--- config.mk ---
export PLATFORM = sky130hd
export DESIGN_NAME = fetch_queue
export DESIGN_NICKNAME = d
export VERILOG_FILES = /design/src/rtl/fetch_queue.sv
export SDC_FILE = /design/constraint.sdc
export NUM_CORES = 1
export LEC_CHECK = 0
export CAP_MARGIN = 20
export CORE_MARGIN = 2
export CORE_UTILIZATION = 35
export CTS_CLUSTER_DIAMETER = 40
export CTS_CLUSTER_SIZE = 8
export DETAILED_ROUTE_END_ITERATION = 12
export PLACE_DENSITY = 0.62
export SYNTH_ARGS = -nofsm -noshare
export SYNTH_HDL_FRONTEND = slang
export SYNTH_SLANG_ARGS = --single-unit
--- constraint.sdc ---
create_clock -name clk -period 2.5 [get_ports clk]
set_input_delay 0.375 -clock clk [delete_from_list [all_inputs] [get_ports clk]]
set_output_delay 0.375 -clock clk [all_outputs]
set_load 0.01 [all_outputs]
--- src/rtl/fetch_queue.sv ---
// fetch_queue: instruction-fetch front end for the IF/ID stage.
// Owns the fetch PC and issues one address per cycle to a synchronous
// instruction memory with a 1-cycle read latency. Returned words are queued
// with their PCs in a DEPTH-entry FIFO and presented one per cycle to decode.
// Decode stalls are absorbed by the queue, and an EX redirect flushes all
// queued and in-flight fetches.
//
// Ports:
//   clk, reset     clock; synchronous active-high reset
//   redirect       flush the queue and load redirect_pc as the new fetch PC
//   redirect_pc    redirect target; bits [1:0] are ignored (word aligned)
//   stall          decode cannot accept the presented instruction this cycle
//   imem_req       an address is issued this cycle
//   imem_addr      instruction memory address (current fetch PC)
//   imem_rdata     memory data for the address issued in the previous cycle
//   if_valid       if_pc/if_instr carry a valid instruction
//   if_pc          PC of the presented instruction (0 when not valid)
//   if_instr       presented instruction (0 when not valid)
//
// Build option:
//   FETCH_BYPASS_EN  when defined, a word returning into an empty queue is
//                    presented in its return cycle, which cuts fetch latency
//                    by one cycle. When undefined, decode is fed only from
//                    the queue registers.
module fetch_queue #(
    parameter int unsigned PC_W  = 9,
    parameter int unsigned INS_W = 32,
    parameter int unsigned DEPTH = 4
) (
    input  logic             clk,
    input  logic             reset,
    input  logic             redirect,
    input  logic [PC_W-1:0]  redirect_pc,
    input  logic             stall,
    output logic             imem_req,
    output logic [PC_W-1:0]  imem_addr,
    input  logic [INS_W-1:0] imem_rdata,
    output logic             if_valid,
    output logic [PC_W-1:0]  if_pc,
    output logic [INS_W-1:0] if_instr
);

    localparam int unsigned PTR_W = $clog2(DEPTH);
    localparam int unsigned CNT_W = PTR_W + 1;
    localparam int unsigned OCC_W = CNT_W + 1;

    logic [PC_W-1:0]  fetch_pc_q, fetch_pc_d;
    logic [CNT_W-1:0] count_q, count_d;
    logic             inflight_q, inflight_d;
    logic [PC_W-1:0]  inflight_pc_q, inflight_pc_d;
    logic [PTR_W-1:0] rd_ptr_q, rd_ptr_d;
    logic [PTR_W-1:0] wr_ptr_q, wr_ptr_d;

    logic [PC_W-1:0]  pc_mem  [DEPTH];
    logic [INS_W-1:0] ins_mem [DEPTH];

    logic [OCC_W-1:0] occupancy_c;
    logic             issue_c;
    logic             fifo_empty_c;
    logic             bypass_c;
    logic             accept_c;
    logic             push_c;
    logic             pop_c;

    // Issue control: an address goes out only while queued plus in-flight
    // words leave room for its return.
    always_comb begin
        occupancy_c  = OCC_W'(count_q) + OCC_W'(inflight_q);
        fifo_empty_c = (count_q == '0);
        issue_c      = !reset && !redirect && (occupancy_c < OCC_W'(DEPTH));
`ifdef FETCH_BYPASS_EN
        bypass_c     = fifo_empty_c && inflight_q && !redirect;
`else
        bypass_c     = 1'b0;
`endif
    end

    // Decode-facing outputs: queue head, or the returning word when bypassing.
    always_comb begin
        if_valid  = 1'b0;
        if_pc     = '0;
        if_instr  = '0;
        imem_req  = issue_c;
        imem_addr = fetch_pc_q;
        if (reset) begin
            imem_addr = '0;
        end else if (!fifo_empty_c) begin
            if_valid = 1'b1;
            if_pc    = pc_mem[rd_ptr_q];
            if_instr = ins_mem[rd_ptr_q];
        end else if (bypass_c) begin
            if_valid = 1'b1;
            if_pc    = inflight_pc_q;
            if_instr = imem_rdata;
        end
    end

    // A bypassed word that decode accepts is consumed directly and never queued.
    always_comb begin
        accept_c = if_valid && !stall;
        pop_c    = accept_c && !fifo_empty_c;
        push_c   = inflight_q && !(bypass_c && accept_c);
    end

    // Next-state logic; redirect discards queue contents and the in-flight fetch.
    always_comb begin
        fetch_pc_d    = fetch_pc_q;
        count_d       = count_q;
        inflight_d    = inflight_q;
        inflight_pc_d = inflight_pc_q;
        rd_ptr_d      = rd_ptr_q;
        wr_ptr_d      = wr_ptr_q;
        if (redirect) begin
            count_d    = '0;
            inflight_d = 1'b0;
            rd_ptr_d   = '0;
            wr_ptr_d   = '0;
            fetch_pc_d = redirect_pc & ~PC_W'(3);
        end else begin
            if (push_c) begin
                wr_ptr_d = wr_ptr_q + PTR_W'(1);
            end
            if (pop_c) begin
                rd_ptr_d = rd_ptr_q + PTR_W'(1);
            end
            count_d = count_q + CNT_W'(push_c) - CNT_W'(pop_c);
            if (issue_c) begin
                fetch_pc_d    = fetch_pc_q + PC_W'(4);
                inflight_d    = 1'b1;
                inflight_pc_d = fetch_pc_q;
            end else begin
                inflight_d = 1'b0;
            end
        end
    end

    // Control state registers.
    always_ff @(posedge clk) begin
        if (reset) begin
            fetch_pc_q    <= '0;
            count_q       <= '0;
            inflight_q    <= 1'b0;
            inflight_pc_q <= '0;
            rd_ptr_q      <= '0;
            wr_ptr_q      <= '0;
        end else begin
            fetch_pc_q    <= fetch_pc_d;
            count_q       <= count_d;
            inflight_q    <= inflight_d;
            inflight_pc_q <= inflight_pc_d;
            rd_ptr_q      <= rd_ptr_d;
            wr_ptr_q      <= wr_ptr_d;
        end
    end

    // Queue storage; contents are qualified by count, so no reset is needed.
    always_ff @(posedge clk) begin
        if (push_c && !redirect && !reset) begin
            pc_mem[wr_ptr_q]  <= inflight_pc_q;
            ins_mem[wr_ptr_q] <= imem_rdata;
        end
    end

endmodule
==> results.cfg <==
[outcome]
status = completed

[final_layout]
fin_nets = 566
final_cell_area_um2 = 9190
diodes = 0
final_cells = 795
drive_above_1_share_pct = 21.5
area_delta_synth_final_pct = 28.6
n_fill_cell = 1752

[floorplan]
die_area_um2 = 21600
core_um2 = 20200
die_w_um = 147
rows = 52
ios = 97
start_util_pct = 35.4
die_h_um = 147

[critical_path]
crit_buf_inv = 3
path_cells = buf_6, buf_16, mux4_2, and2_1, dlygate4sd2_1
r2r.worst_path.cells = 8
r2r_start = count_q[1]
path_max_fanout = 7
cp_slowest_cell = mux4_2
r2r-end = count_q[2]
arrival_ps = 2050
worstSetupPathDepth = 5
path_class = flop to primary output
required_ps = 2120
cp-end-kind = primary output
worst_path_dominant_cell_family = buffers and inverters
r2r_setup_slack_ps = 500
startpoint_type = flop
cp-endpoint = if_instr[27]
critical_path.max_stage_delay_ps = 520

[hold_path]
worstHoldPathCells = 0
hold_class = flop to flop

[sta]
hold_viol = 0
period_needed_ps = 2420
fin_crit_sh_pct = 96.9
rsz0062_at_grt = true
clock.fmax_mhz = 413
drv_slew = 0
clock_skew_ps = 5.94
setup_viol = 0
worst_slew_pin_slew_ps = 639
slew_headroom_pct = 57.2

[power_and_ir_drop]
p_switching_w = 0.00125
clockPowerShare_pct = 41.3
p_comb_share_pct = 4.6
p_int_w = 0.00487
finalPower_w = 0.00612
p_per_area_nw_per_um2 = 665
seqPwrFrac_pct = 54.1
ir_drop_uv = 456
p_leak_nw = 3.18
switching_share_pct = 20.4

[route]
routed_wl_um = 13400
first_pass_iters = 4
wl_met2_um = 6830
avgRoutedWirePerCell_um = 16.8
wl_met3_um = 731
top_layer = met4
antenna_left = 0
m1WireLength_um = 5690
post-route-drc-count = 0
drtIter0Drc = 220
vias = 3832
via_per_inst = 4.82

[cts]
h-tree-depth = 4
numCtsBuffers = 17
root_buffer = clkbuf_16
clock-sinks = 180
cts_hold_buf = 0
clk_pin_slew_worst_paths_ps = 60
cts_max_path_buffers = 2
insertion_delay_ps = 420
cts_tree = yes

[synthesis]
synth_top_area_share_pct = 65.5
synth-seq-cells = 180
synth-async-reset-ratio_pct = 0
syn_area_um2 = 7150
yosys_warnings = 0
yosys-top-cells-area = edfxtp_1 (66%), mux4_2 (12%), dfxtp_1 (6.7%), and2_1 (3.7%), ha_1 (1.4%)
synth_edf_count = 156
ys_seq_area_share_pct = 72.2
syn-mean-instance-area_um2 = 17.9
synthDistinctLibCells = 42
syn_inst = 400
synth_top_area_cell = edfxtp_1
synthFlopType = edfxtp_1

[global_route]
groute.usage.overall_pct = 13.0
grt_max_degree = 40
grt_antenna_before_repair = 0
overflow = 0
grt_pass1_vias = 3952
grt_first_pass_wirelength_um = 21300

[place]
dpl_cell_area_um2 = 8530
place.gp.congestion = 0.811
post-place-cells = 754
dpl.hpwl_um = 7990
portBuffers = 90

[flow_run]
cap_violations = 0
cell usage in the layout, fill, tap and decap left out, types with 9 or more instances in the layout:
cell type / instances
clkdlybuf4s50_1: 51
inv_1: 10
clkbuf_16: 20
nor2_1: 14
mux4_2: 39
buf_4: 13
and2_1: 42
o21ai_0: 9
nand3_1: 12
dfxtp_1: 22
edfxtp_1: 156
dlygate4sd2_1: 33
layer usage:
layer  GRT usage [%]  up-vias
met5               0        -
met1            16.0     1956
met4            4.04        0
li1                -     1767
met3            4.10       16
met2            22.0       93
Yosys cell counts, types with 3 or more instances:
library cell / instances
nand3_1: 12
buf_4: 6
nand2_1: 3
xnor2_1: 4
clkbuf_1: 14
nor2_1: 15
o21ai_0: 9
and3_1: 5
mux4_2: 39
buf_2: 7
a21oi_1: 8
nor2b_1: 6
nor3_1: 4
inv_1: 10
a311oi_1: 3
edfxtp_1: 156
ha_1: 8
dfxtp_1: 24
nand4_1: 3
and2_1: 42
final cells by class:
| class | instances | area [um2] | share of cell area [%] |
|---|---|---|---|
| inverter | 10 | 37.5 | 0.408 |
| tap | 270 | 338 | 3.67 |
| multi-input combinational | 186 | 1840 | 20.0 |
| sequential | 180 | 5170 | 56.2 |
| timing repair buffer | 117 | 1230 | 13.3 |
| clock buffer | 20 | 489 | 5.32 |
| clock inverter | 12 | 90.1 | 0.980 |
cell families after synthesis:
family                   after synthesis  share of synthesized area [%]
flip-flops                           180                           72.2
AND/OR/NAND/NOR                       98                           7.84
multiplexers                          40                           12.4
buffers and inverters                 37                           2.38
AO/OA/AOI/OAI                         30                           2.77
adder cells (fa/ha/maj)                9                           1.68
XOR/XNOR                               5                          0.613
other                                  1                         0.0525
registers in the layout (all words and copies together) (netlist names), named ones only:
signal         flops
fetch_pc_q         7
pc_mem            28
inflight_q         1
wr_ptr_q           2
inflight_pc_q      7
count_q            3
ins_mem          128
rd_ptr_q           2
stage by stage:
stage / utilization, % / setup WS [ps] / setup TNS [ps] / hold slack (ps)
finish: 45.6 / 76.4 / 0 / 509
global route: 45.6 / -9.95 / -46.6 / 526
CTS: 45.6 / 2.73 / 0 / 505
detailed placement: 42.3 / 80.4 / 0 / 489
global placement: 42.3 / 93.5 / 0 / 467
floorplan: - / 86.7 / 0 / 454
repair_timing:
item	4_1_cts	5_1_grt
gates resized for setup	49	4
gates cloned	2	1
setup endpoints to repair	40	13
buffers inserted	7	0
worst min path at each step:
stage / to / slack [ps] / start
floorplan: pc_mem[0][2] / 450 / inflight_pc_q[2]
global placement: pc_mem[2][4] / 470 / inflight_pc_q[4]
detailed placement: pc_mem[3][5] / 490 / inflight_pc_q[5]
CTS: pc_mem[1][5] / 500 / inflight_pc_q[5]
global route: fetch_pc_q[3] / 530 / redirect_pc[3]
finish: pc_mem[3][8] / 510 / inflight_pc_q[8]
power by group through the flow:
stage	logic (W)	clock network [W]	registers (W)
global route	0.000306	0.00271	0.00332
detailed placement	0.000289	0	0.00338
finish	0.000279	0.00253	0.00331
CTS	0.000285	0.00259	0.00331
floorplan	0.000124	0	0.00337
global placement	0.000281	0	0.00338
No activity file was read; power rests on OpenSTA's default activity.
==> patch, RTL diff (same flow settings) <==
Build with the macro `FETCH_BYPASS_EN` defined.
--- a/src/rtl/fetch_queue.sv
+++ b/src/rtl/fetch_queue.sv
@@ -22,6 +22,8 @@
 //                    presented in its return cycle, which cuts fetch latency
 //                    by one cycle. When undefined, decode is fed only from
 //                    the queue registers.
+`define FETCH_BYPASS_EN
+
 module fetch_queue #(
     parameter int unsigned PC_W  = 9,
     parameter int unsigned INS_W = 32,
Function: changed (a bounded check fails within 4 cycles, from zero or initial values and one cycle with reset high).
==> patch against the original RTL <==
  * Total power increased by 3.1%
  * Final area is 6.7% higher
  * Critical path depth is 1 higher
  * Setup slack got worse by 11 ps
  * Synthesized area up 3.7%
  * Sequential cell count stayed put
  * Wire length grew 30%
  * Non-clock buffer count up 26
  * Die area up 3.6%
==> patch: results (changes against the original RTL) <==
{| class="wikitable"
! Metric !! Value
|-
| Routed wirelength normalized by instance count || 19.3 µm (was 16.8 µm)
|-
| Wire length of the first global-routing pass || 26300 µm (was 21300 µm)
|-
| Count of nets after finishing || 669 (was 566)
|-
| Cell total after placement || 842 (was 754)
|-
| Quantity of I/O buffers inserted on ports || 90 (unchanged)
|-
| Worst hold path startpoint || fetch_pc_q[8] (was inflight_pc_q[8])
|-
| Instance count of the mapped netlist || 483 (was 400)
|-
| Antenna violations before repair || 1 (was 0)
|-
| Maximum fanout along the worst path || 5 (was 7)
|-
| Largest cells by area after synthesis || sky130_fd_sc_hd__edfxtp_1 (63%), sky130_fd_sc_hd__mux4_2 (12%), sky130_fd_sc_hd__dfxtp_1 (6.5%) (was sky130_fd_sc_hd__edfxtp_1 (66%), sky130_fd_sc_hd__mux4_2 (12%), sky130_fd_sc_hd__dfxtp_1 (6.7%))
|-
| Largest net degree at the start of global routing || 41 (was 40)
|-
| Number of warnings printed during yosys synthesis || 0 (unchanged)
|-
| Last weighted congestion value of the routability-driven placer || 0.844 (was 0.811)
|-
| Number of unique standard cell types used by synthesis || 40 (was 42)
|-
| Fraction of registers with async set or reset after synthesis || 0% (unchanged)
|-
| Worst-case vdd ir drop || 502 µV (was 456 µV)
|-
| Max incr delay on CP || 470 ps (was 520 ps)
|-
| Vias in the first global route || 4701 (was 3952)
|-
| Avg Vias per Cell || 5.01 (was 4.82)
|-
| Overall routing resource usage || 16.0% (was 13.0%)
|-
| # fillers || 1828 (was 1752)
|-
| Critical-path top delay cell || sky130_fd_sc_hd__clkdlybuf4s50_1 (was sky130_fd_sc_hd__mux4_2)
|-
| Clock root buffer master || sky130_fd_sc_hd__clkbuf_16 (unchanged)
|-
| Dpl ws || -139 ps (was 80.4 ps)
|-
| CTS Buffer Depth || 2 (unchanged)
|-
| Largest clock skew in the final design || 10.4 ps (was 5.94 ps)
|-
| Post-synthesis sequential area ratio || 69.7% (was 72.2%)
|-
| Finished Layout Cells || 904 (was 795)
|-
| Cell family with most CP delay || buffers and inverters (unchanged)
|-
| Worst min path class || flop to flop (unchanged)
|-
| Static leakage || 3.43 nW (was 3.18 nW)
|-
| DPL Wire Length || 9400 µm (was 7990 µm)
|-
| Synth top cells by count || sky130_fd_sc_hd__edfxtp_1 (156), sky130_fd_sc_hd__nand2_1 (81), sky130_fd_sc_hd__a21oi_1 (46) (was sky130_fd_sc_hd__edfxtp_1 (156), sky130_fd_sc_hd__and2_1 (42), sky130_fd_sc_hd__mux4_2 (39))
|-
| Count of routing violations after the opening detailed-route iteration || 268 (was 220)
|-
| Layout cell share with drive strength beyond 1 || 23.2% (was 21.5%)
|-
| Horiz. Die Dim || 150 µm (was 147 µm)
|-
| H-tree depth reported by CTS || 4 (unchanged)
|-
| Run status || completed (unchanged)
|}
[patch: through the flow]
| step | utilization (%) | area, µm² |
|---|---|---|
| after CTS | 46.2 | 9650 |
| after floorplan | - | 7420 |
| after detailed placement | 42.4 | 8850 |
| after global placement | 42.4 | 8850 |
| after global routing | 47.0 | 9810 |
| final | 47.0 | 9810 |
[patch: final cells by class]
| class | count | area share (%) |
|---|---|---|
| Antenna cell | 1 | 0.0255 |
| Clock buffer | 26 | 5.32 |
| Inverter | 10 | 0.383 |
| Clock inverter | 6 | 0.434 |
| Tap cell | 275 | 3.51 |
| Sequential cell | 180 | 52.7 |
| Timing Repair Buffer | 143 | 16.0 |
| Multi-Input combinational cell | 263 | 21.6 |
[patch: tightest hold or removal path, stage by stage, from the launching register on]
cell and delay (ps):
sky130_fd_sc_hd__dfxtp_1 330, sky130_fd_sc_hd__nand3_1 80, sky130_fd_sc_hd__a21oi_1 50
[patch: where the power goes]
part / total (mW) / internal, mW / switching (mW)
combinational: 0.485 / 0.246 / 0.240
sequential: 3.31 / 3.28 / 0.0242
clock: 2.51 / 1.44 / 1.07
total: 6.31 / 4.97 / 1.33
[patch: routing by layer]
metal | routed length (µm) | track usage [%]
met5 | 0 | 0
met4 | 247 | 4.90
met3 | 699 | 3.84
met2 | 8760 | 27.0
met1 | 7750 | 20.4
[patch: final timing paths]
path,end,depth (start not counted),slack [ps]
worst max-delay path,if_valid,6,70
worst min-delay path,inflight_pc_q[8],2,510
worst min register to register,inflight_pc_q[8],2,510
worst max register to register,count_q[2],12,130
[patch: cells by family after synthesis]
logic type | Yosys count | share of synthesized area, %
DFF | 180 | 69.7
and+or+nand+nor | 135 | 8.00
AOI/OAI and AO/OA | 72 | 5.74
buffers and inverters | 43 | 2.57
muxes | 39 | 11.9
adders and majority gates | 9 | 1.62
xor gates and xnor gates | 4 | 0.473
other | 1 | 0.0506
[patch: timing repair]
action | CTS | global route
endpoints found under the setup margin | 41 | 33
gates cloned | 4 | 3
pin swaps | 2 | 2
setup buffers | 11 | 12
resized for setup | 54 | 33
hold buffers | 0 | 0
